`src/rtl/fifo_pkg.sv`:
```
// Shared definitions for the async FIFO: default widths, skid-buffer state
// encoding and the gray-to-binary helper used by level logic on either side.
package fifo_pkg;

    localparam int DATA_WIDTH_DEF = 8;
    localparam int ADDRESS_DEF    = 3;
    localparam int GRAY_MAX_W     = 32;

    typedef enum logic [1:0] {
        EMPTY = 2'd0,
        ONE   = 2'd1,
        TWO   = 2'd2
    } skid_state_e;

    // Callers zero-extend narrower pointers; leading zeros leave the result unchanged.
    function automatic logic [GRAY_MAX_W-1:0] gray2bin(input logic [GRAY_MAX_W-1:0] gray);
        logic [GRAY_MAX_W-1:0] bin;
        bin[GRAY_MAX_W-1] = gray[GRAY_MAX_W-1];
        for (int i = GRAY_MAX_W - 2; i >= 0; i--) begin
            bin[i] = bin[i+1] ^ gray[i];
        end
        return bin;
    endfunction

endpackage

```
`src/rtl/fifo_sync_2ff.sv`:
```
// Plain two-flop synchroniser for a gray-coded pointer crossing into clk.
// No logic sits between the flops, so each bit sees a full cycle to settle.
module fifo_sync_2ff
    import fifo_pkg::*;
#(
    parameter int WIDTH = ADDRESS_DEF + 1
) (
    input  logic             clk,
    input  logic             rst_n,
    input  logic [WIDTH-1:0] d,
    output logic [WIDTH-1:0] q
);

    logic [WIDTH-1:0] meta_q, meta_d;
    logic [WIDTH-1:0] sync_q, sync_d;

    // NOTE: every output of an always_comb is assigned on every path, so no latch is inferred.
    always_comb begin
        meta_d = d;
        sync_d = meta_q;
    end

    // NOTE: flops use <= so both stages sample the pre-edge values and the chain shifts by one.
    always_ff @(posedge clk or negedge rst_n) begin
        if (!rst_n) begin
            meta_q <= '0;
            sync_q <= '0;
        end else begin
            meta_q <= meta_d;
            sync_q <= sync_d;
        end
    end

    assign q = sync_q;

endmodule

```
`src/rtl/fifo_wr_frontend.sv`:
```
// Write-domain front end of the async FIFO: 2-entry skid buffer driving Winc/Wdata,
// read-pointer synchroniser, and optional fill level enabled by `WR_LEVEL_EN.
module fifo_wr_frontend
    import fifo_pkg::*;
#(
    parameter int DATA_WIDTH = DATA_WIDTH_DEF,
    parameter int Address    = ADDRESS_DEF,
    parameter int AF_THR     = 6
) (
    input  logic                  Wclk,
    input  logic                  Wrst,
    input  logic                  In_valid,
    input  logic [DATA_WIDTH-1:0] In_data,
    output logic                  In_ready,
    input  logic [Address:0]      Rptr,
    input  logic [Address:0]      Wptr,
    input  logic                  Wfull,
    output logic                  Winc,
    output logic [DATA_WIDTH-1:0] Wdata,
    output logic [Address:0]      Wq2_rptr,
    output logic [Address:0]      Wlevel,
    output logic                  Walmost_full
);

    localparam int PTR_W = Address + 1;

    skid_state_e           state_q, state_d;
    logic [DATA_WIDTH-1:0] entry0_q, entry0_d;
    logic [DATA_WIDTH-1:0] entry1_q, entry1_d;
    logic                  in_ready_q, in_ready_d;
    logic                  push, pop;

    assign push = In_valid & in_ready_q;
    assign pop  = Winc;

    always_comb begin
        state_d  = state_q;
        entry0_d = entry0_q;
        entry1_d = entry1_q;
        case (state_q)
            EMPTY: begin
                if (push) begin
                    entry0_d = In_data;
                    state_d  = ONE;
                end
            end
            ONE: begin
                if (push && pop) begin
                    entry0_d = In_data;
                end else if (push) begin
                    entry1_d = In_data;
                    state_d  = TWO;
                end else if (pop) begin
                    state_d  = EMPTY;
                end
            end
            TWO: begin
                if (pop) begin
                    entry0_d = entry1_q;
                    state_d  = ONE;
                end
            end
            default: state_d = EMPTY;
        endcase
        // Registered ready looks at the next state so TWO is never overrun.
        in_ready_d = (state_d != TWO);
    end

    always_ff @(posedge Wclk or negedge Wrst) begin
        if (!Wrst) begin
            state_q    <= EMPTY;
            // NOTE: the two data entries are reset because Wdata is observable from reset; a RAM array would not be.
            entry0_q   <= '0;
            entry1_q   <= '0;
            in_ready_q <= 1'b0;
        end else begin
            state_q    <= state_d;
            entry0_q   <= entry0_d;
            entry1_q   <= entry1_d;
            in_ready_q <= in_ready_d;
        end
    end

    assign In_ready = in_ready_q;
    assign Winc     = (state_q != EMPTY) & ~Wfull;
    assign Wdata    = entry0_q;

    fifo_sync_2ff #(
        .WIDTH (PTR_W)
    ) u_sync_rptr (
        .clk   (Wclk),
        .rst_n (Wrst),
        .d     (Rptr),
        .q     (Wq2_rptr)
    );

`ifdef WR_LEVEL_EN
    localparam logic [PTR_W-1:0] AF_THR_W = PTR_W'(AF_THR);

    logic [PTR_W-1:0] wbin, rbin;
    logic [PTR_W-1:0] level_q, level_d;
    logic             almost_full_q, almost_full_d;

    // Modulo subtraction covers pointer wrap; the lagging Wq2_rptr makes this pessimistic.
    always_comb begin
        wbin          = PTR_W'(gray2bin(GRAY_MAX_W'(Wptr)));
        rbin          = PTR_W'(gray2bin(GRAY_MAX_W'(Wq2_rptr)));
        level_d       = wbin - rbin;
        almost_full_d = (level_d >= AF_THR_W);
    end

    always_ff @(posedge Wclk or negedge Wrst) begin
        if (!Wrst) begin
            level_q       <= '0;
            almost_full_q <= 1'b0;
        end else begin
            level_q       <= level_d;
            almost_full_q <= almost_full_d;
        end
    end

    assign Wlevel       = level_q;
    assign Walmost_full = almost_full_q;
`else
    logic unused_level_inputs;
    assign unused_level_inputs = (^Wptr) ^ (AF_THR != 0);

    assign Wlevel       = '0;
    assign Walmost_full = 1'b0;
`endif

endmodule

```
`config.mk`:
```
export PLATFORM = sky130hd
export DESIGN_NAME = fifo_wr_frontend
export DESIGN_NICKNAME = d
export VERILOG_FILES = /design/src/rtl/fifo_pkg.sv /design/src/rtl/fifo_sync_2ff.sv /design/src/rtl/fifo_wr_frontend.sv
export SDC_FILE = /design/constraint.sdc
export NUM_CORES = 1
export LEC_CHECK = 0
export BUFFER_PORTS_ARGS = -buffer_cell sky130_fd_sc_hd__buf_4
export CORE_MARGIN = 5
export CORE_UTILIZATION = 40
export DETAILED_ROUTE_END_ITERATION = 16
export PLACE_DENSITY = 0.67
export SYNTH_ARGS = -nofsm -noshare
export SYNTH_HDL_FRONTEND = slang
export SYNTH_SLANG_ARGS = --single-unit
```
`constraint.sdc`:
```
create_clock -name Wclk -period 3.8 [get_ports Wclk]
set_input_delay 0.38 -clock Wclk [delete_from_list [all_inputs] [get_ports Wclk]]
set_output_delay 0.38 -clock Wclk [all_outputs]
set_load 0.02 [all_outputs]
```
### Word-level counts from Yosys, hierarchy flattened

Cells that the tools add are included.

* word-level logic and storage cells: 32
* bits in read-only memories: 0
* bits in writable memories: 0
* input bits: 20
* flip-flop bits (word level): 27
* memories: 0
* latch bits: 0
* output and inout port bits: 19

* reductions and logical operators: 6
* magnitude comparators: 0
* shifts and indexed selects: 0
* $mul: 0
* bitwise operators: 4
* equal/unequal tests: 6
* multiplexer cells: 10
* add/subtract/negate cells: 0
* divide/modulo/power cells: 0

Operator list (number)
* $mux W8: 3
* $pmux W8 S3: 1
* $mux W2: 5
* $ne A2 B2 Y1 const B: 4
* $pmux W2 S3: 1
* $reduce_and A4 Y1: 1
* $reduce_and A3 Y1: 1
* $reduce_bool A3 Y1: 1
* $and A1 B1 Y1: 2
* $eq A2 B1 Y1 const B: 1
* $eq A2 B2 Y1 const B: 1
* $logic_not A2 Y1: 1
* $not A1 Y1: 2
* $reduce_bool A2 Y1: 1
* $logic_and A1 B1 Y1: 1

### Depth between registers and ports, before layout

Gate-level depths: netlist of run 1.

* depth in word-level cells: 7
* mapped depth: 4
* depth with buffers taken out: 3

### Cells and area by module

Synthesis of run 1 repeated with hierarchy kept, for this count alone.

* cell total of the unflattened synthesis: 75
* area total of the unflattened synthesis: 1082.3 sq um

Modules (own cells, without submodules)
* fifo_wr_frontend: cells an instance 67, sequential area each 475.5 sq um, area each 882.1 sq um, instances 1
* fifo_sync_2ff: cells an instance 8, sequential area each 200.2 sq um, area each 200.2 sq um, instances 1

### Worst setup path after synthesis of run 1

No wires, ideal clock.

* kind: reg-to-reg
* start: register in_ready_q (netlist: In_ready)
* end: register entry1_q[0]
* buffers on the path: 0
* library setup time: 0.125 ns
* setup slack: 2.359 ns
* period minus slack after synthesis: 1.441 ns
* arrival time: 1.316 ns
* stages on the path, launching flop included: 4
* required time: 3.675 ns
* cells stage by stage: dfrtp_1 -> nand2_1 -> nor3_4 -> mux2_2

* cells in the longest elaborated chain, start to end: 4

RTL lines
* start, declared: RTL line fifo_wr_frontend.sv:30 `logic in_ready_q, in_ready_d;`
* start signal, assigned: RTL line fifo_wr_frontend.sv:80 `in_ready_q <= in_ready_d;`
* $and A1 B1 Y1 *: RTL line fifo_wr_frontend.sv:33 `assign push = In_valid & in_ready_q;`
* $logic_and A1 B1 Y1: RTL line fifo_wr_frontend.sv:48 `if (push && pop) begin`
* $not A1 Y1 (no line)
* $reduce_and A3 Y1 (no line) *
* end signal, assigned: RTL line fifo_wr_frontend.sv:79 `entry1_q <= entry1_d;`
* end, declared: RTL line fifo_wr_frontend.sv:29 `logic [DATA_WIDTH-1:0] entry1_q, entry1_d;`

Every way passes the cells marked *; elsewhere a longest branch is shown, timed or not.
A chain may end at the register's enable or synchronous reset.

### Worst setup path after layout of run 1

* start: register state_q[1]
* end: register entry0_q[1] (netlist: Wdata[1])

* cells in the longest elaborated chain, start to end: 5
* elaborated cells between the ends (all ways): 12
* classes of those cells: eq/ne: 5; mux: 1; bitwise: 1; reduce/logical: 5

RTL lines
* start, declared: RTL line fifo_wr_frontend.sv:27 `skid_state_e state_q, state_d;`
* start signal, assigned: RTL line fifo_wr_frontend.sv:77 `state_q <= state_d;`
* $reduce_bool A2 Y1: RTL line fifo_wr_frontend.sv:85 `assign Winc = (state_q != EMPTY) & ~Wfull;`
* $and A1 B1 Y1: RTL line fifo_wr_frontend.sv:85
* $logic_and A1 B1 Y1: RTL line fifo_wr_frontend.sv:48
* $ne A2 B2 Y1 (no line)
* $reduce_and A4 Y1 (no line)
* end signal, assigned: RTL line fifo_wr_frontend.sv:78 `entry0_q <= entry0_d;`
* end, declared: RTL line fifo_wr_frontend.sv:28 `logic [DATA_WIDTH-1:0] entry0_q, entry0_d;`

Several ways; a longest one is shown, not always the timed one.

==> qor.csv, run 1 <==
stage;metric;value;unit
timing;Hold Vio Cnt, Final;0;
worst_setup_path;crit path capture type;flop;
floorplanning;DIE WIDTH;62.0;um
synthesis;largest family of logic cells by synthesized area;compound AO/OA/AOI/OAI gates;
clock_tree;cts repair resizes;0;
synthesis;Adder-Cell Fraction of Synth Area;0;%
global_routing;pin count of the biggest net entering global routing;28;
clock_tree;CTS hold repair buffers;1;
clock_tree;worst skew pair latency;0.31;ns
detailed_routing;via count;697;
worst_setup_path;slowest stage delay, CP;0.48;ns
synthesis;largest cells by area after synthesis;dfrtp_1, mux2_2, o32a_1, o21a_1, buf_4;
detailed_routing;Routed WL;1.99;mm
timing;final-report setup violation count;0;
synthesis;mux share of post-synthesis cell area;9.36;%
synthesis;Seq/Total Area, Yosys;62.4;%
floorplanning;die height;62.0;um
timing;Final period util;41.8;%
finish;Diodes inserted;0;
synthesis;Synth Area in Simple Gates;6.24;%
global_routing;first-pass GRT wire length;3.21;mm
global_routing;vias in the first global route;728;
run;Max Cap Viol;0;
clock_tree;Post-CTS Setup Repair Bufs;0;
worst_setup_path;critical path class;reg2reg;
global_routing;initial antenna violation count;0;
finish;area grow syn2layout;23.5;%
placement;RD Place Congestion;0.718;
floorplanning;# IOs;39;
pwr;worst vdd ir;0.000390;V
synthesis;Compound-Gate Fraction of Synth Area;16.8;%
timing;worst-case clock skew;0.00738;ns
placement;PortBufs;29;
finish;number of nets in the layout;127;
synthesis;Yosys warnings;0;
worst_setup_path;Data arrival, critical path;1.80;ns
synthesis;Yosys top cell area share;62.4;%
finish;commonest non-fill, non-tap cell in the layout;buf_4;
floorplanning;core area;2520;sq um
clock_tree;clock sinks;27;
timing;fin crit period;1.59;ns
min_path;HP Class;in2reg;
detailed_routing;Vias/cell;5.13;
worst_setup_path;Slowest cell on crit path;dfrtp_1;
clock_tree;Clock transition at path regs;0.13;ns
worst_setup_path;Cell Chain, Critical Path;nand3b_1 > o32a_1 > o21a_1;
finish;commonest non-fill, non-tap cells in the layout;buf_4, dfrtp_1, mux2_2, o32a_1, o21a_1;
timing;Worst-Margin Slew;0.507;ns
timing;setup total negative slack;0;ns
timing;RSZ-0062 raised after global routing;false;
global_routing;grt ovf;0;
clock_tree;CTS Buffer Depth;2;
worst_setup_path;crit path max fanout;10;
pwr;leakage;0.591;nW
pwr;Pwr Density;687;nW/um^2
detailed_routing;drt drc;0;
worst_setup_path;CP startpoint kind;flop;
synthesis;Post-Synthesis Cells;75;
clock_tree;H-tree levels;1;
synthesis;Yosys cell types;20;
floorplanning;Initial Util;42.9;%
placement;DP Worst Slack;2.23;ns
synthesis;Syn Area/Cell;14.4;sq um
global_routing;Tot GR Track Use;11.5;%
finish;layout cell share with drive strength beyond 1;40.6;%
detailed_routing;post-route ant nets;0;
floorplanning;num rows;18;
placement;dpl hpwl;1.43;mm
worst_setup_path;Worst EP required;4.01;ns
timing;Max Fclk;0.630;GHz
detailed_routing;DR WL/cell;14.6;um
detailed_routing;initial drt markers;20;
timing;Rel. slew slack;66.1;%
clock_tree;CTS tree;yes;
timing;Pins Over Slew Limit;0;
floorplanning;die area;3850;sq um
finish;post-layout util;53.0;%
synthesis;mapped cell area;1080;sq um
detailed_routing;1st-pass router iterations;4;
clock_tree;Root Buffer;clkbuf_4;
synthesis;leading area contributor after synthesis;dfrtp_1;
synthesis;post-synthesis xor/xnor area fraction;0;%
outcome;status;completed;
clock_tree;CTS buffer count;3;
synthesis;Yosys reg bits;27;
timing;Setup WS post-layout;2.21;ns
[through the flow]
step	hold WS, ns	power [mW]	area, sq um	instances
floorplan	0.0844	0.680	1100	79
global placement	0.306	0.801	1300	131
detailed placement	0.311	0.814	1300	131
CTS	0.149	0.935	1340	136
global route	0.136	0.978	1340	136
finish	0.166	0.918	1340	136
[path summary, 6_finish.rpt]
path / startpoint / end / slack [ns] / cells after the start
max: state_q[1] / Wdata[1] / 2.21 / 3
min: Rptr[3] / u_sync_rptr.meta_q[3] / 0.17 / 1
max reg2reg: state_q[1] / Wdata[1] / 2.21 / 3
min reg2reg: u_sync_rptr.meta_q[2] / u_sync_rptr.q[2] / 0.36 / 0
max in group asynchronous: Wrst / u_sync_rptr.q[2] / 3.05 / 2
min in group asynchronous: Wrst / entry1_q[4] / 0.50 / 2
[state kept, by name (all words and copies together), names as in the netlist]
name,count
u_sync_rptr.meta_q,4
entry1_q,8
In_ready,1
u_sync_rptr.q,4
state_q,2
Wdata,8
[cell usage after synthesis]
| master | count |
|---|---|
| buf_6 | 1 |
| mux2_2 | 9 |
| and2_1 | 1 |
| nor3_4 | 1 |
| a21oi_1 | 2 |
| buf_4 | 5 |
| or3b_1 | 1 |
| o21a_1 | 8 |
| dfrtp_1 | 27 |
| o32a_1 | 8 |
| nor2_1 | 2 |
| clkbuf_1 | 1 |
| nand2_1 | 2 |
| o21ai_4 | 1 |
| conb_1 | 1 |
| a21o_1 | 1 |
| or2b_1 | 1 |
| nor2b_1 | 1 |
| nand3b_1 | 1 |
| o21bai_1 | 1 |
[metal layers]
layer  part of all wire [%]  wire length (um)  vias to the layer above  global-route usage, %
li1                       -                 -                      328                      -
met1                     41               824                      351                   14.8
met2                     51              1020                       16                   18.6
met3                    6.5               129                        2                   2.07
met4                   0.60                12                        0                   5.45
met5                      0                 0                        -                      0
[logic make-up (layout without fill, tap and decap cells)]
logic type / count (synthesis) / after routing
multiplexers: 9 / 9
AND/OR/NAND/NOR: 10 / 10
flip-flops: 27 / 27
other: 1 / 5
buffers and inverters: 7 / 34
AO/OA/AOI/OAI: 21 / 21
[worst max-delay path: cells and delay by family, from the launching register on]
kind	cells	cell delay (ns)
compound gates	2	0.53
flops	1	0.48
simple gates	1	0.47
[report_power, final]
part           switching (mW)  internal [mW]  leakage (nW)
clock network          0.0766         0.0410        0.0150
logic                   0.176          0.180         0.265
registers              0.0587          0.386         0.311
total                   0.311          0.607         0.591
[area by class of cell]
type	count	area (sq um)
Fill cell	210	1190
Tap cell	30	37.5
Multi-Input combinational cell	45	369
Sequential cell	27	676
Timing Repair Buffer	30	228
Clock buffer	4	26.3
Power figures use the tool's default switching activity.
==> inputs of run 2 (changes only) <==
--- a/config.mk
+++ b/config.mk
@@ -5,11 +5,12 @@
 export SDC_FILE = /design/constraint.sdc
 export NUM_CORES = 1
 export LEC_CHECK = 0
+export ABC_AREA = 1
 export BUFFER_PORTS_ARGS = -buffer_cell sky130_fd_sc_hd__buf_4
 export CORE_MARGIN = 5
 export CORE_UTILIZATION = 40
 export DETAILED_ROUTE_END_ITERATION = 16
-export PLACE_DENSITY = 0.67
+export PLACE_DENSITY = 0.68
 export SYNTH_ARGS = -nofsm -noshare
 export SYNTH_HDL_FRONTEND = slang
 export SYNTH_SLANG_ARGS = --single-unit
==> constraint.sdc (replaced) <==
create_clock -name Wclk -period 1.3 [get_ports Wclk]
set_input_delay 0.13 -clock Wclk [delete_from_list [all_inputs] [get_ports Wclk]]
set_output_delay 0.13 -clock Wclk [all_outputs]
set_load 0.02 [all_outputs]
==> run 2 against run 1 <==
Global-route usage increased by 0.70 points. First-iteration DRC count increased by 40%. Synthesized cell count increased by 69%. Core utilization increased by 0.86 points. Routed wire length increased by 16%. Synthesized area increased by 10%.
==> qor.csv, run 2 <==
stage;metric;value;unit;change
timing;final-report setup violation count;0;;unchanged
finish;post-layout util;53.8;%;+0.86 points
run;Max Cap Viol;0;;unchanged
synthesis;synth cell count leaders;nand2_1, dfrtp_1, nand3_1;;
clock_tree;Clock transition at path regs;0.13;ns;about the same
worst_setup_path;crit path capture type;primary output;;
synthesis;Post-synth EDFFs;0;;unchanged
clock_tree;H-tree levels;1;;unchanged
timing;Final period util;94.9;%;
placement;DP Worst Slack;0.0989;ns;-2.13 ns
global_routing;pin count of the biggest net entering global routing;28;;unchanged
clock_tree;clock sinks;27;;unchanged
timing;setup total negative slack;0;ns;unchanged
clock_tree;Root Buffer;clkbuf_4;;
detailed_routing;Vias/cell;4.65;;-9.2%
finish;area grow syn2layout;26.4;%;
floorplanning;core area;2810;sq um;+11%
detailed_routing;Routed WL;2.31;mm;+16%
global_routing;initial antenna violation count;0;;unchanged
placement;RD Place Congestion;0.775;;+7.9%
timing;Max Fclk;0.810;GHz;
timing;Hold Vio Cnt, Final;0;;unchanged
synthesis;mapped cell area;1190;sq um;+10%
finish;Diodes inserted;0;;unchanged
global_routing;first-pass GRT wire length;3.98;mm;+24%
clock_tree;CTS Buffer Depth;2;;unchanged
timing;Setup WS post-layout;0.0659;ns;-2.15 ns
floorplanning;DIE WIDTH;64.7;um;+4.3%
detailed_routing;initial drt markers;28;;+40%
synthesis;Syn Area/Cell;9.41;sq um;-35%
clock_tree;CTS buffer count;3;;unchanged
timing;Pins Over Slew Limit;0;;unchanged
finish;layout cell share with drive strength beyond 1;33.9;%;-6.6 points
pwr;leakage;0.828;nW;+40%
worst_setup_path;crit path max fanout;4;;-6
pwr;Pwr Density;1870;nW/um^2;+170%
synthesis;Yosys reg bits;27;;unchanged
synthesis;Yosys warnings;0;;unchanged
outcome;status;completed;;
synthesis;Yosys top cell area share;56.5;%;-5.9 points
global_routing;Tot GR Track Use;12.2;%;+0.70 points
worst_setup_path;critical path class;reg2out;;
finish;commonest non-fill, non-tap cell in the layout;nand2_1;;
global_routing;vias in the first global route;879;;+21%
timing;fin crit period;1.23;ns;
detailed_routing;DR WL/cell;11.8;um;-20%
pwr;Pwr Total;2.82;mW;+210%
clock_tree;worst skew pair latency;0.31;ns;about the same
finish;number of nets in the layout;186;;+46%
floorplanning;die area;4180;sq um;+8.7%
floorplanning;# IOs;39;;unchanged
placement;dpl hpwl;1.66;mm;+17%
worst_setup_path;Data arrival, critical path;1.10;ns;-0.70 ns
global_routing;grt ovf;0;;unchanged
worst_setup_path;Worst EP required;1.17;ns;-2.84 ns
synthesis;Post-Synthesis Cells;127;;+69%
synthesis;Async SR Flop Fraction;100;%;unchanged
finish;commonest non-fill, non-tap cells in the layout;nand2_1, buf_4, dfrtp_1, nand3_1, inv_1;;
floorplanning;die height;64.7;um;+4.3%
detailed_routing;via count;912;;+31%
detailed_routing;1st-pass router iterations;4;;unchanged
worst_setup_path;CP startpoint kind;flop;;
synthesis;count leader, synth;nand2_1;;
floorplanning;num rows;19;;+1
detailed_routing;drt drc;0;;unchanged
timing;RSZ-0062 raised after global routing;false;;
detailed_routing;post-route ant nets;0;;unchanged
min_path;HP Class;in2reg;;
timing;worst-case clock skew;0.00172;ns;-0.00565 ns
synthesis;Yosys cell types;13;;-35%
synthesis;leading area contributor after synthesis;dfrtp_1;;
finish;Final Non-Filler Cells;196;;+44%
pwr;worst vdd ir;0.000948;V;+140%
placement;PortBufs;29;;unchanged
clock_tree;CTS tree;yes;;
synthesis;largest cells by area after synthesis;dfrtp_1, nand2_1, nand3_1, o21ai_2, inv_1;;
synthesis;Synth Flop Type;dfrtp_1;;
synthesis;Seq/Total Area, Yosys;56.5;%;-5.9 points
floorplanning;Initial Util;42.6;%;-0.31 points
placement;Inst Count DP;185;;+41%
## run 2: cell families (layout without fill, tap and decap cells)
family	after synthesis	in the layout	synth area share, %
simple gates	68	68	26.4
buf+inv	21	55	9.74
flops	27	27	56.5
compound gates	10	10	7.02
other cells	1	5	0.314
## run 2: critical path, stage by stage, from the launching register on
cell and delay (ns):
dfrtp_1 0.44, inv_2 0.08, a21oi_2 0.12, buf_4 0.15
## run 2: area by class of cell
cell class | count | area, sq um
Multi-Input combinational cell | 83 | 422
Fill cell | 259 | 1290
Clock buffer | 3 | 22.5
Tap cell | 31 | 38.8
Sequential cell | 27 | 676
Inverter | 13 | 48.8
Clock inverter | 1 | 5.00
Timing Repair Buffer | 38 | 298
## run 2: power breakdown
group          switching [mW]  leakage [nW]  internal, mW  total (mW)
Combinational           0.716         0.483         0.488        1.20
Clock                   0.227        0.0177         0.115       0.342
Sequential              0.155         0.326          1.12        1.28
## run 2: per-stage QoR
step	hold WS, ns	cell area, sq um
2_1_floorplan	-0.166	1210
3_3_place_gp	0.0535	1410
3_5_place_dp	0.0578	1410
4_1_cts	0.0461	1500
5_1_grt	0.0221	1510
6_report	0.0571	1510
## run 2: routing by layer
metal	wire length [um]	GRT usage [%]	vias up
met3	169	3.45	4
met5	0	0	-
li1	-	-	460
met1	1060	17.5	416
met4	23	3.96	0
met2	1050	17.8	32
## run 2: worst paths after layout
kind | start | depth (start not counted) | slack [ns] | endpoint
min | In_data[1] | 3 | 0.06 | entry1_q[1]
min in group asynchronous | Wrst | 2 | 0.24 | entry1_q[4]
max reg2reg | state_q[1] | 7 | 0.10 | Wdata[7]
min reg2reg | u_sync_rptr.meta_q[0] | 0 | 0.36 | u_sync_rptr.q[0]
max | state_q[1] | 3 | 0.07 | Winc
max in group asynchronous | Wrst | 2 | 0.81 | u_sync_rptr.q[2]
## run 2: repair_timing
item,CTS,global route
hold buffers,5,0
buffers inserted,1,1
resized for setup,0,3
cloned,0,0
endpoints found under the hold margin,31,0
setup endpoints to repair,1,15
==> inputs of run 3 (changes only) <==
--- a/config.mk
+++ b/config.mk
@@ -10,7 +10,7 @@
 export CORE_MARGIN = 5
 export CORE_UTILIZATION = 40
 export DETAILED_ROUTE_END_ITERATION = 16
-export PLACE_DENSITY = 0.68
+export PLACE_DENSITY = 0.65
 export SYNTH_ARGS = -nofsm -noshare
 export SYNTH_HDL_FRONTEND = slang
 export SYNTH_SLANG_ARGS = --single-unit
==> constraint.sdc (replaced) <==
create_clock -name Wclk -period 1.6 [get_ports Wclk]
set_input_delay 0.16 -clock Wclk [delete_from_list [all_inputs] [get_ports Wclk]]
set_output_delay 0.16 -clock Wclk [all_outputs]
set_load 0.02 [all_outputs]
==> run 3 against run 2 <==
Combinational power fell by 25%. Routed wire length rose by 0.30%. Clock power down 13%. Global-route usage decreased by 0.10 points. Sequential power down 17%. Critical path type unchanged. Largest power group unchanged.
==> qor.csv, run 3 (same netlist as run 2, synthesis figures left out) <==
stage;metric;value;unit;change
worst_setup_path;slowest stage delay, CP;0.43;ns;about the same
worst_setup_path;CP startpoint kind;flop;;
placement;DP Area;1400;sq um;-1.1%
global_routing;pin count of the biggest net entering global routing;28;;unchanged
worst_setup_path;crit path capture type;primary output;;
min_path;Hold Crit Depth;3;;unchanged
timing;Setup WS post-layout;0.0984;ns;+0.0325 ns
floorplanning;die area;4180;sq um;unchanged
detailed_routing;post-route ant nets;0;;unchanged
timing;RSZ-0062 raised after global routing;false;;
finish;layout cell share with drive strength beyond 1;31.1;%;-2.9 points
timing;fin crit period;1.50;ns;
finish;fill cell count;268;;+3.5%
outcome;status;completed;;
worst_setup_path;Worst EP required;1.44;ns;+0.27 ns
pwr;leakage;0.803;nW;-3.0%
run;Max Cap Viol;0;;unchanged
placement;RD Place Congestion;0.765;;-1.3%
floorplanning;num rows;19;;unchanged
detailed_routing;via count;909;;-0.33%
floorplanning;core area;2810;sq um;unchanged
worst_setup_path;Reg2Reg Depth;6;;-1
detailed_routing;Routed WL;2.31;mm;+0.30%
timing;setup total negative slack;0;ns;unchanged
global_routing;grt ovf;0;;unchanged
detailed_routing;drt drc;0;;unchanged
floorplanning;# IOs;39;;unchanged
finish;Final Non-Filler Cells;192;;-2.0%
floorplanning;die height;64.7;um;unchanged
clock_tree;CTS buffer count;3;;unchanged
clock_tree;Clock transition at path regs;0.15;ns;+0.02 ns
global_routing;first-pass GRT wire length;3.85;mm;-3.3%
timing;final-report setup violation count;0;;unchanged
finish;final instance area;1480;sq um;-2.0%
clock_tree;Root Buffer;clkbuf_4;;
worst_setup_path;Slowest cell on crit path;dfrtp_1;;
global_routing;initial antenna violation count;0;;unchanged
timing;worst-case clock skew;0.0102;ns;+0.00845 ns
clock_tree;H-tree levels;1;;unchanged
timing;Max Fclk;0.666;GHz;
global_routing;Tot GR Track Use;12.1;%;-0.10 points
finish;Diodes inserted;0;;unchanged
timing;Pins Over Slew Limit;0;;unchanged
placement;Inst Count DP;183;;-1.1%
clock_tree;CTS tree;yes;;
worst_setup_path;critical path class;reg2out;;
finish;number of nets in the layout;182;;-2.2%
placement;DP Worst Slack;0.278;ns;+0.179 ns
worst_setup_path;Cell Chain, Critical Path;inv_1 > a21oi_1 > buf_4;;
detailed_routing;DR WL/cell;12.0;um;+2.4%
worst_setup_path;crit path max fanout;12;;+8
finish;commonest non-fill, non-tap cell in the layout;nand2_1;;
floorplanning;Initial Util;42.6;%;unchanged
detailed_routing;Vias/cell;4.73;;+1.7%
finish;post-layout util;52.8;%;-1.1 points
floorplanning;DIE WIDTH;64.7;um;unchanged
min_path;HP Class;in2reg;;
pwr;worst vdd ir;0.000652;V;-31%
placement;dpl hpwl;1.69;mm;+1.3%
detailed_routing;1st-pass router iterations;4;;unchanged
finish;commonest non-fill, non-tap cells in the layout;nand2_1, buf_4, dfrtp_1, nand3_1, inv_1;;
timing;Hold Vio Cnt, Final;0;;unchanged
clock_tree;worst skew pair latency;0.33;ns;+0.02 ns
clock_tree;Post-CTS Setup Repair Bufs;0;;-1
worst_setup_path;Data arrival, critical path;1.34;ns;+0.24 ns
pwr;Pwr Density;1530;nW/um^2;-18%
clock_tree;clock sinks;27;;unchanged
clock_tree;CTS Buffer Depth;2;;unchanged
timing;Final period util;93.8;%;
global_routing;vias in the first global route;828;;-5.8%
finish;area grow syn2layout;23.9;%;
placement;PortBufs;29;;unchanged
detailed_routing;initial drt markers;47;;+68%
==> run 3: changes by cell type in the layout (fill, tap and decap cells not counted), sizes merged <==
cell,previous run,this run
clkinv,1,0
buf,33,29
clkinvlp,0,1
==> run 3: what timing repair did <==
action / CTS / global route
hold endpoints to repair: 31 / 0
endpoints found under the setup margin: 0 / 1
resized for setup: 0 / 1
hold buffers: 5 / 0
==> run 3: stage by stage <==
stage	total power [mW]	hold slack (ns)
6_report	2.26	0.0655
5_1_grt	2.43	0.0470
3_5_place_dp	1.97	0.0907
4_1_cts	2.29	0.0549
3_3_place_gp	1.94	0.0860
2_1_floorplan	1.67	-0.136
==> run 3: worst max-delay path: cells and delay by family, from the launching register on <==
family	cells	cell delay (ns)
compound gates	1	0.12
flops	1	0.43
buf+inv	2	0.47
==> run 3: final cells by class <==
cell class                 instances  area, sq um  area share, %
clock buffer                       3         22.5           1.52
inverter                          13         48.8           3.30
timing repair buffer              34          268           18.1
sequential                        27          677           45.7
clock inverter                     1         7.51          0.507
tap                               31         38.8           2.62
multi-input combinational         83          418           28.2
==> run 3: worst paths after layout <==
| kind | from | end | slack [ns] |
|---|---|---|---|
| setup / recovery | state_q[0] | Winc | 0.1 |
| hold / removal | In_data[0] | entry1_q[0] | 0.07 |
| setup reg to reg | state_q[0] | Wdata[5] | 0.25 |
| hold reg to reg | u_sync_rptr.meta_q[3] | u_sync_rptr.q[3] | 0.37 |
| max in group asynchronous | Wrst | state_q[1] | 1.08 |
| min in group asynchronous | Wrst | entry1_q[7] | 0.25 |
==> run 3: metal layers <==
metal  GRT usage (%)  routed length [um]  part of all wire [%]  vias to the layer above
met3            2.59                 130                   5.6                        5
li1                -                   -                     -                      454
met5               0                   0                     0                        -
met1            16.2                1040                    45                      427
met2            18.4                1090                    47                       23
met4            6.33                  53                   2.3                        0
==> run 3: where the power goes <==
part | internal [mW] | leakage (nW) | total, mW | switching [mW]
Sequential | 0.914 | 0.325 | 1.06 | 0.145
Clock | 0.0958 | 0.0139 | 0.298 | 0.202
Combinational | 0.358 | 0.464 | 0.901 | 0.543
Total | 1.37 | 0.803 | 2.26 | 0.890
